--- src/rtl/seq_magnitude_comparator.sv ---
// -----------------------------------------------------------------------------
// seq_magnitude_comparator
//
// Registered, digit-serial magnitude comparator. It compares two WIDTH-bit
// operands DIGIT bits per clock, starting with the most significant digit.
// Valid/ready handshakes are used on both the input and output sides. Only one
// comparison is in flight at a time.
//
// Parameters
//   WIDTH  : operand width in bits (must be a multiple of DIGIT)
//   DIGIT  : number of bits compared per cycle; NDIG = WIDTH/DIGIT
//   SIGNED : 0 = unsigned compare, 1 = two's-complement compare
//
// Ports
//   clk        : clock, rising edge
//   rst_n      : asynchronous reset, active low
//   in_valid   : operands a/b are valid
//   in_ready   : block can accept operands (high only in IDLE)
//   a, b       : operands
//   out_valid  : result is valid; held until out_ready is seen
//   out_ready  : consumer accepts the result
//   greater    : A > B (held while out_valid is high)
//   equal      : A == B
//   less       : A < B
//
// Build option
//   CMP_EARLY_EXIT_EN : when defined, the compare finishes on the first
//                       differing digit. When undefined, every compare takes
//                       exactly NDIG cycles (constant time).
// -----------------------------------------------------------------------------
module seq_magnitude_comparator #(
  parameter int unsigned WIDTH  = 16,
  parameter int unsigned DIGIT  = 4,
  parameter int unsigned SIGNED = 0
) (
  input  logic             clk,
  input  logic             rst_n,
  input  logic             in_valid,
  output logic             in_ready,
  input  logic [WIDTH-1:0] a,
  input  logic [WIDTH-1:0] b,
  output logic             out_valid,
  input  logic             out_ready,
  output logic             greater,
  output logic             equal,
  output logic             less
);

  localparam int unsigned NDIG = WIDTH / DIGIT;
  localparam int unsigned CW   = (NDIG > 1) ? $clog2(NDIG) : 1;

  // Flipping the sign bit maps two's-complement onto offset binary, so the
  // digit-serial unsigned compare gives the signed ordering.
  localparam logic [WIDTH-1:0] MSB_FLIP =
    (SIGNED != 0) ? (WIDTH'(1) << (WIDTH - 1)) : '0;

  typedef enum logic [1:0] {
    IDLE,
    BUSY,
    DONE
  } state_t;

  state_t            state_q;
  logic [WIDTH-1:0]  a_q, b_q;
  logic [CW-1:0]     cnt_q;
  logic              gt_q, lt_q;
  logic              in_ready_q;
  logic              out_valid_q;
  logic              greater_q, equal_q, less_q;

  logic [DIGIT-1:0]  dig_a, dig_b;
  logic              decided;
  logic              gt_d, lt_d;
  logic              finish;

  always_comb begin
    dig_a   = a_q[WIDTH-1 -: DIGIT];
    dig_b   = b_q[WIDTH-1 -: DIGIT];
    decided = gt_q | lt_q;
    // Sticky: once a digit has differed, later digits are ignored.
    gt_d    = gt_q | (~decided & (dig_a > dig_b));
    lt_d    = lt_q | (~decided & (dig_a < dig_b));
`ifdef CMP_EARLY_EXIT_EN
    finish  = (cnt_q == '0) | gt_d | lt_d;
`else
    finish  = (cnt_q == '0);
`endif
  end

  always_ff @(posedge clk or negedge rst_n) begin
    if (!rst_n) begin
      state_q     <= IDLE;
      a_q         <= '0;
      b_q         <= '0;
      cnt_q       <= '0;
      gt_q        <= 1'b0;
      lt_q        <= 1'b0;
      in_ready_q  <= 1'b1;
      out_valid_q <= 1'b0;
      greater_q   <= 1'b0;
      equal_q     <= 1'b0;
      less_q      <= 1'b0;
    end else begin
      case (state_q)
        IDLE: begin
          if (in_valid) begin
            a_q        <= a ^ MSB_FLIP;
            b_q        <= b ^ MSB_FLIP;
            cnt_q      <= CW'(NDIG - 1);
            gt_q       <= 1'b0;
            lt_q       <= 1'b0;
            in_ready_q <= 1'b0;
            state_q    <= BUSY;
          end
        end
        BUSY: begin
          a_q   <= a_q << DIGIT;
          b_q   <= b_q << DIGIT;
          cnt_q <= cnt_q - CW'(1);
          gt_q  <= gt_d;
          lt_q  <= lt_d;
          if (finish) begin
            state_q     <= DONE;
            out_valid_q <= 1'b1;
            greater_q   <= gt_d;
            less_q      <= lt_d;
            equal_q     <= ~(gt_d | lt_d);
          end
        end
        DONE: begin
          if (out_ready) begin
            state_q     <= IDLE;
            out_valid_q <= 1'b0;
            greater_q   <= 1'b0;
            equal_q     <= 1'b0;
            less_q      <= 1'b0;
            in_ready_q  <= 1'b1;
          end
        end
        default: begin
          state_q     <= IDLE;
          in_ready_q  <= 1'b1;
          out_valid_q <= 1'b0;
          greater_q   <= 1'b0;
          equal_q     <= 1'b0;
          less_q      <= 1'b0;
        end
      endcase
    end
  end

  assign in_ready  = in_ready_q;
  assign out_valid = out_valid_q;
  assign greater   = greater_q;
  assign equal     = equal_q;
  assign less      = less_q;

endmodule

--- config.mk ---
export PLATFORM = sky130hd
export DESIGN_NAME = seq_magnitude_comparator
export DESIGN_NICKNAME = d
export VERILOG_FILES = /design/src/rtl/seq_magnitude_comparator.sv
export SDC_FILE = /design/constraint.sdc
export NUM_CORES = 1
export LEC_CHECK = 0
export ABC_AREA = 1
export CORE_MARGIN = 8
export CORE_UTILIZATION = 40
export CTS_CLUSTER_DIAMETER = 60
export DETAILED_ROUTE_END_ITERATION = 10
export SYNTH_ARGS = -nofsm -noshare
export SYNTH_HDL_FRONTEND = slang
export SYNTH_SLANG_ARGS = --single-unit
--- constraint.sdc ---
create_clock -name clk -period 1.3 [get_ports clk]
set_input_delay 0.26 -clock clk [delete_from_list [all_inputs] [get_ports clk]]
set_output_delay 0.26 -clock clk [all_outputs]
set_load 0.03 [all_outputs]
### Yosys cells after proc, flatten, opt, wreduce, memory -nomap -nowiden

Cells that the tools add are included.
Widths: inputs -> output; s select.

| storage, ports and cells | value |
|---|---|
| flip-flop bits (word level) | 43 |
| input bits | 36 |
| logic and storage cells | 60 |

| operators by class | value |
|---|---|
| $add $sub $neg | 1 |
| order comparisons | 2 |
| eq/ne operators | 5 |
| muxes and demuxes | 24 |
| bitwise operators | 10 |
| reductions and logical operators | 7 |

Operators by type and width:

| operator | number |
|---|---|
| $pmux 16 s2 | 2 |
| $mux 16 | 2 |
| $pmux 1 s3 | 5 |
| $reduce_and 3->1 | 3 |
| $mux 2 | 4 |
| $mux 1 | 7 |
| $ne 2x2->1 const B | 3 |
| $pmux 2 s3 | 1 |
| $gt 4x4->1 | 1 |
| $logic_not 2->1 | 2 |
| $lt 4x4->1 | 1 |
| $not 1->1 | 4 |
| $or 1x1->1 | 4 |
| $pmux 1 s2 | 2 |
| $pmux 2 s2 | 1 |
| $and 1x1->1 | 2 |
| $eq 2x1->1 const B | 1 |
| $eq 2x2->1 const B | 1 |
| $reduce_and 2->1 | 1 |
| $reduce_bool 2->1 | 1 |
| $sub 2x1->2 const B | 1 |

### Longest topological paths before layout

| logic depth | value |
|---|---|
| word-level depth | 8 |
| gate-level depth with buffers | 11 |
| depth with buffers taken out | 11 |

### Worst setup path before layout

OpenSTA, ideal clock, no wires.

| timing | value |
|---|---|
| path kind | reg-to-reg |
| start point | register state_q[0] |
| end point | register a_q[4] |
| setup time | 0.127 ns |
| arrival | 1.086 ns |
| data required time | 1.173 ns |
| slack | 0.087 ns |
| stages on the path, launching flop included | 9 |
| clock period less this slack | 1.213 ns |
| cells stage by stage | dfrtp_1 inv_2 nor2_4 inv_2 nand2_1 buf_6 buf_6 o211ai_1 o21ai_1 |

| on the way | value |
|---|---|
| longest elaborated chain between the ends | 3 |

RTL lines:

| item | RTL line | source |
|---|---|---|
| start, declared | 63 | `state_t state_q;` |
| start signal, assigned | 92 | `state_q <= IDLE;` |
| start signal, assigned | 113 | `state_q <= BUSY;` |
| start signal, assigned | 123 | `state_q <= DONE;` |
| $eq 2x1->1 or $logic_not 2->1 (tied branches) | 104 | `case (state_q)` |
| $reduce_bool 2->1 (no source line) or $ne 2x2->1 (tied branches) | - |  |
| $reduce_and 2->1 (no source line) | - |  |
| end signal, assigned | 107 | `a_q <= a ^ MSB_FLIP;` |
| end signal, assigned | 117 | `a_q <= a_q << DIGIT;` |
| end, declared | 64 | `logic [WIDTH-1:0] a_q, b_q;` |

Parallel ways exist; a longest one is shown, timed or not.
A chain may end at the register's enable or synchronous reset.

### Worst setup path in the final report

| timing | value |
|---|---|
| start point | register state_q[1] |
| end point | register b_q[15] |

| on the way | value |
|---|---|
| longest elaborated chain between the ends | 3 |

RTL lines:

| item | RTL line | source |
|---|---|---|
| $eq 2x1->1 or $logic_not 2->1 (tied branches) | 104 |  |
| $reduce_bool 2->1 (no source line) or $ne 2x2->1 (tied branches) | - |  |
| $reduce_and 2->1 (no source line) | - |  |
| end signal, assigned | 108 | `b_q <= b ^ MSB_FLIP;` |
| end signal, assigned | 118 | `b_q <= b_q << DIGIT;` |
| end, declared | 64 |  |

Parallel ways exist; a longest one is shown, timed or not.

==> results_dict.tcl <==
set metrics [dict create \
    outcome "completed" \
    peakVddDrop_uv 1010 \
    clk_pin_slew_ns 0.08 \
    wl_per_cell_um 12.8 \
    row_count 26 \
    grt_pass1_wl_mm 7.94 \
    syn_inst 240 \
    synth_edf_count 0 \
    cts_tree "done" \
    hold-path-cell-count 2 \
    rsz0062_at_grt "yes" \
    dieArea_mm2 0.00765 \
    finalCritPeriodShare_pct 95.6 \
    seq_area_mm2 0.00108 \
    nets 336 \
    diodes 0 \
    antenna_found_initial 0 \
    place_hpwl_mm 3.35 \
    seq_area_frac_synth_pct 52.7 \
    syn_nets 281 \
    numClockSinks 43 \
    synth_cell_type_count 23 \
    first_pass_iters 4 \
    setup_slack_ns 0.0578 \
    drv_cap 0 \
    syn-cell-area_mm2 0.00204 \
    crit_slowest_cell "dfrtp_2" \
    syn_avg_cell_area_um2 8.52 \
    grt_max_degree 30 \
    yosys.cell_count.top_type "nand2_1" \
    setup_viol 0 \
    critical-path-max-stage-delay_ns 0.45 \
    instances_no_fill 364 \
    ys_ff_latch 43 \
    io_pins 41 \
    rr_startpoint "state_q[1]" \
    worstHoldStart "b_q[2]" \
    synth_common_cells "58 x nand2_1, 42 x dfrtp_1, 34 x o21ai_1, 33 x inv_1, 15 x o211ai_1" \
    crit_arrival_ns 1.42 \
    r2r_end "b_q[15]" \
    nFillCells 473 \
    netlist_top_cells_area "dfrtp_1 51%, nand2_1 11%, o21ai_1 8.3%" \
    r2r_cells 5 \
    numCtsBuffers 5 \
    slew_headroom_pct 79.1 \
    drc 0 \
    initial_core_util_pct 40.8 \
    min_path_type "reg -> reg" \
    rrSetupSlack_ns 0.06 \
    gp_congestion 0.760 \
    final_antenna_net_count 0 \
    clk_latency_ns 0.29 \
    die_h_um 87.5 \
    yosysWarnings 0 \
    portBuffers 40 \
    synth_top_area_share_pct 51.4 \
    layout-drive-gt1-share_pct 19.7 \
    dp_cells 355 \
    leakage_uw 0.00133 \
    place_area_mm2 0.00260 \
    final_cell_area_mm2 0.00281 \
    drtIter0Drc 121 \
    cts_buffer_depth 2 \
    cp_max_fo 17 \
    worst_pin_slew_ns 0.314 \
    multi_input_area_um2 823 \
    async_flop_share_pct 100 \
    utilization_pct 56.1 \
    finalHoldViolCount 0 \
    cts-root-buf "clkbuf_8" \
    required_ns 1.47 \
    fmax_ghz 0.805 \
    timing.final.crit_period_ns 1.24 \
    grt_overflow 0 \
    end_kind "flip-flop" \
    slew_viol_final 0 \
    htree_levels 2 \
    crit_chain "nor2_4, inv_2, nand2_4, bufbuf_16, o21ai_1" \
    grt_pass1_vias 1730 \
    yosysTopAreaCell "dfrtp_1" \
    coreArea_mm2 0.00501 \
    min_to "b_q[2]" \
    post-place-ws_ns -0.179 \
    syn_to_final_growth_pct 37.6 \
    wl_mm 4.64 \
    power_density_mw_per_mm2 2450 \
    ys.flop_type "dfrtp_1" \
    fp.dieW_um 87.5 \
    grt_use_total_pct 13.4 \
    critPathKind "reg -> reg" \
    clock_skew_ns 0.00364 \
    vias 1683 \
    cp-start-kind "flip-flop" \
    routed_via_density 4.62 \
]
-- worst max-delay path, delay by kind of cell, from the launching register on --
kind                   cells  cell delay, ns
AO/OA/AOI/OAI              1            0.07
buffers and inverters      2            0.37
flip-flops                 1            0.45
AND/OR/NAND/NOR            2            0.24
-- state kept, by name, summed over array words and instances (netlist names), 2 cells and up --
| register | count |
|---|---|
| state_q | 2 |
| cnt_q | 2 |
| a_q | 16 |
| b_q | 16 |
-- final cells by class --
class                   count  share of cell area (%)
clock buffers               6                    2.58
inverters                  38                    5.16
multi-input cells         147                    29.3
flip-flops and latches     43                    38.3
well taps                  70                    3.11
repair buffers             60                    21.5
-- metal layers --
metal | share of wire [%] | track usage (%) | vias to the layer above | wire (um)
met4 | 0.78 | 4.69 | 0 | 36
met5 | 0 | 0 | - | 0
met3 | 3.7 | 3.68 | 2 | 174
li1 | - | - | 889 | -
met1 | 46 | 17.3 | 764 | 2130
met2 | 50 | 21.0 | 28 | 2300
-- worst max-delay path by stage --
stage,from,endpoint,slack (ns),cells past startpoint
after floorplan,state_q[0],a_q[4],0.09,8
after detailed placement,in_valid,b_q[4],-0.18,7
after CTS,state_q[1],a_q[0],0.01,5
after global routing,b_q[13],equal,-0.05,10
after global placement,in_valid,cnt_q[1],-0.14,6
final,state_q[1],b_q[15],0.06,5
-- per-stage QoR --
| step | hold WS, ns | setup TNS [ns] | power (uW) |
|---|---|---|---|
| 2_1_floorplan | -0.0356 | 0 | 4610 |
| 3_3_place_gp | 0.252 | -4.07 | 5560 |
| 3_5_place_dp | 0.255 | -4.81 | 5620 |
| 4_1_cts | 0.472 | 0 | 6600 |
| 5_1_grt | 0.490 | -0.212 | 7590 |
| 6_report | 0.466 | 0 | 6890 |
-- report_power, final --
group | total (uW) | switching, uW | internal, uW
clock | 770 | 412 | 358
sequential | 2230 | 260 | 1970
combinational | 3880 | 2160 | 1720
total | 6890 | 2830 | 4050
-- logic make-up (layout without fill, tap and decap cells) --
family                   Yosys count  in the layout  synth area share, %
adder cells (fa/ha/maj)            5              5                 3.06
AO/OA/AOI/OAI                     62             62                 17.5
flip-flops                        43             43                 52.7
AND/OR/NAND/NOR                   80             80                 15.8
buffers and inverters             50            104                 11.0
-- cells in the final DEF (no fill, tap or decap), drive strengths merged --
cell	n
o211ai	15
a21oi	2
dfrtp	42
nand2	58
o22ai	4
dlygate4sd3	1
clkinv	1
buf	24
ha	5
inv	37
clkbuf	6
o21ai	39
a22oi	1
dfstp	1
o21a	1
bufbuf	1
nand3	10
nand4	1
nor2	11
clkdlybuf4s50	34
-- repair_timing --
action / 4_1_cts / 5_1_grt
pin swaps: 1 / 13
setup endpoints to repair: 14 / 35
resized for setup: 5 / 22
cloned: 1 / 0
setup buffers: 0 / 1
hold buffers: 1 / 0
endpoints found under the hold margin: 42 / 0
Power figures use the tool's default switching activity.
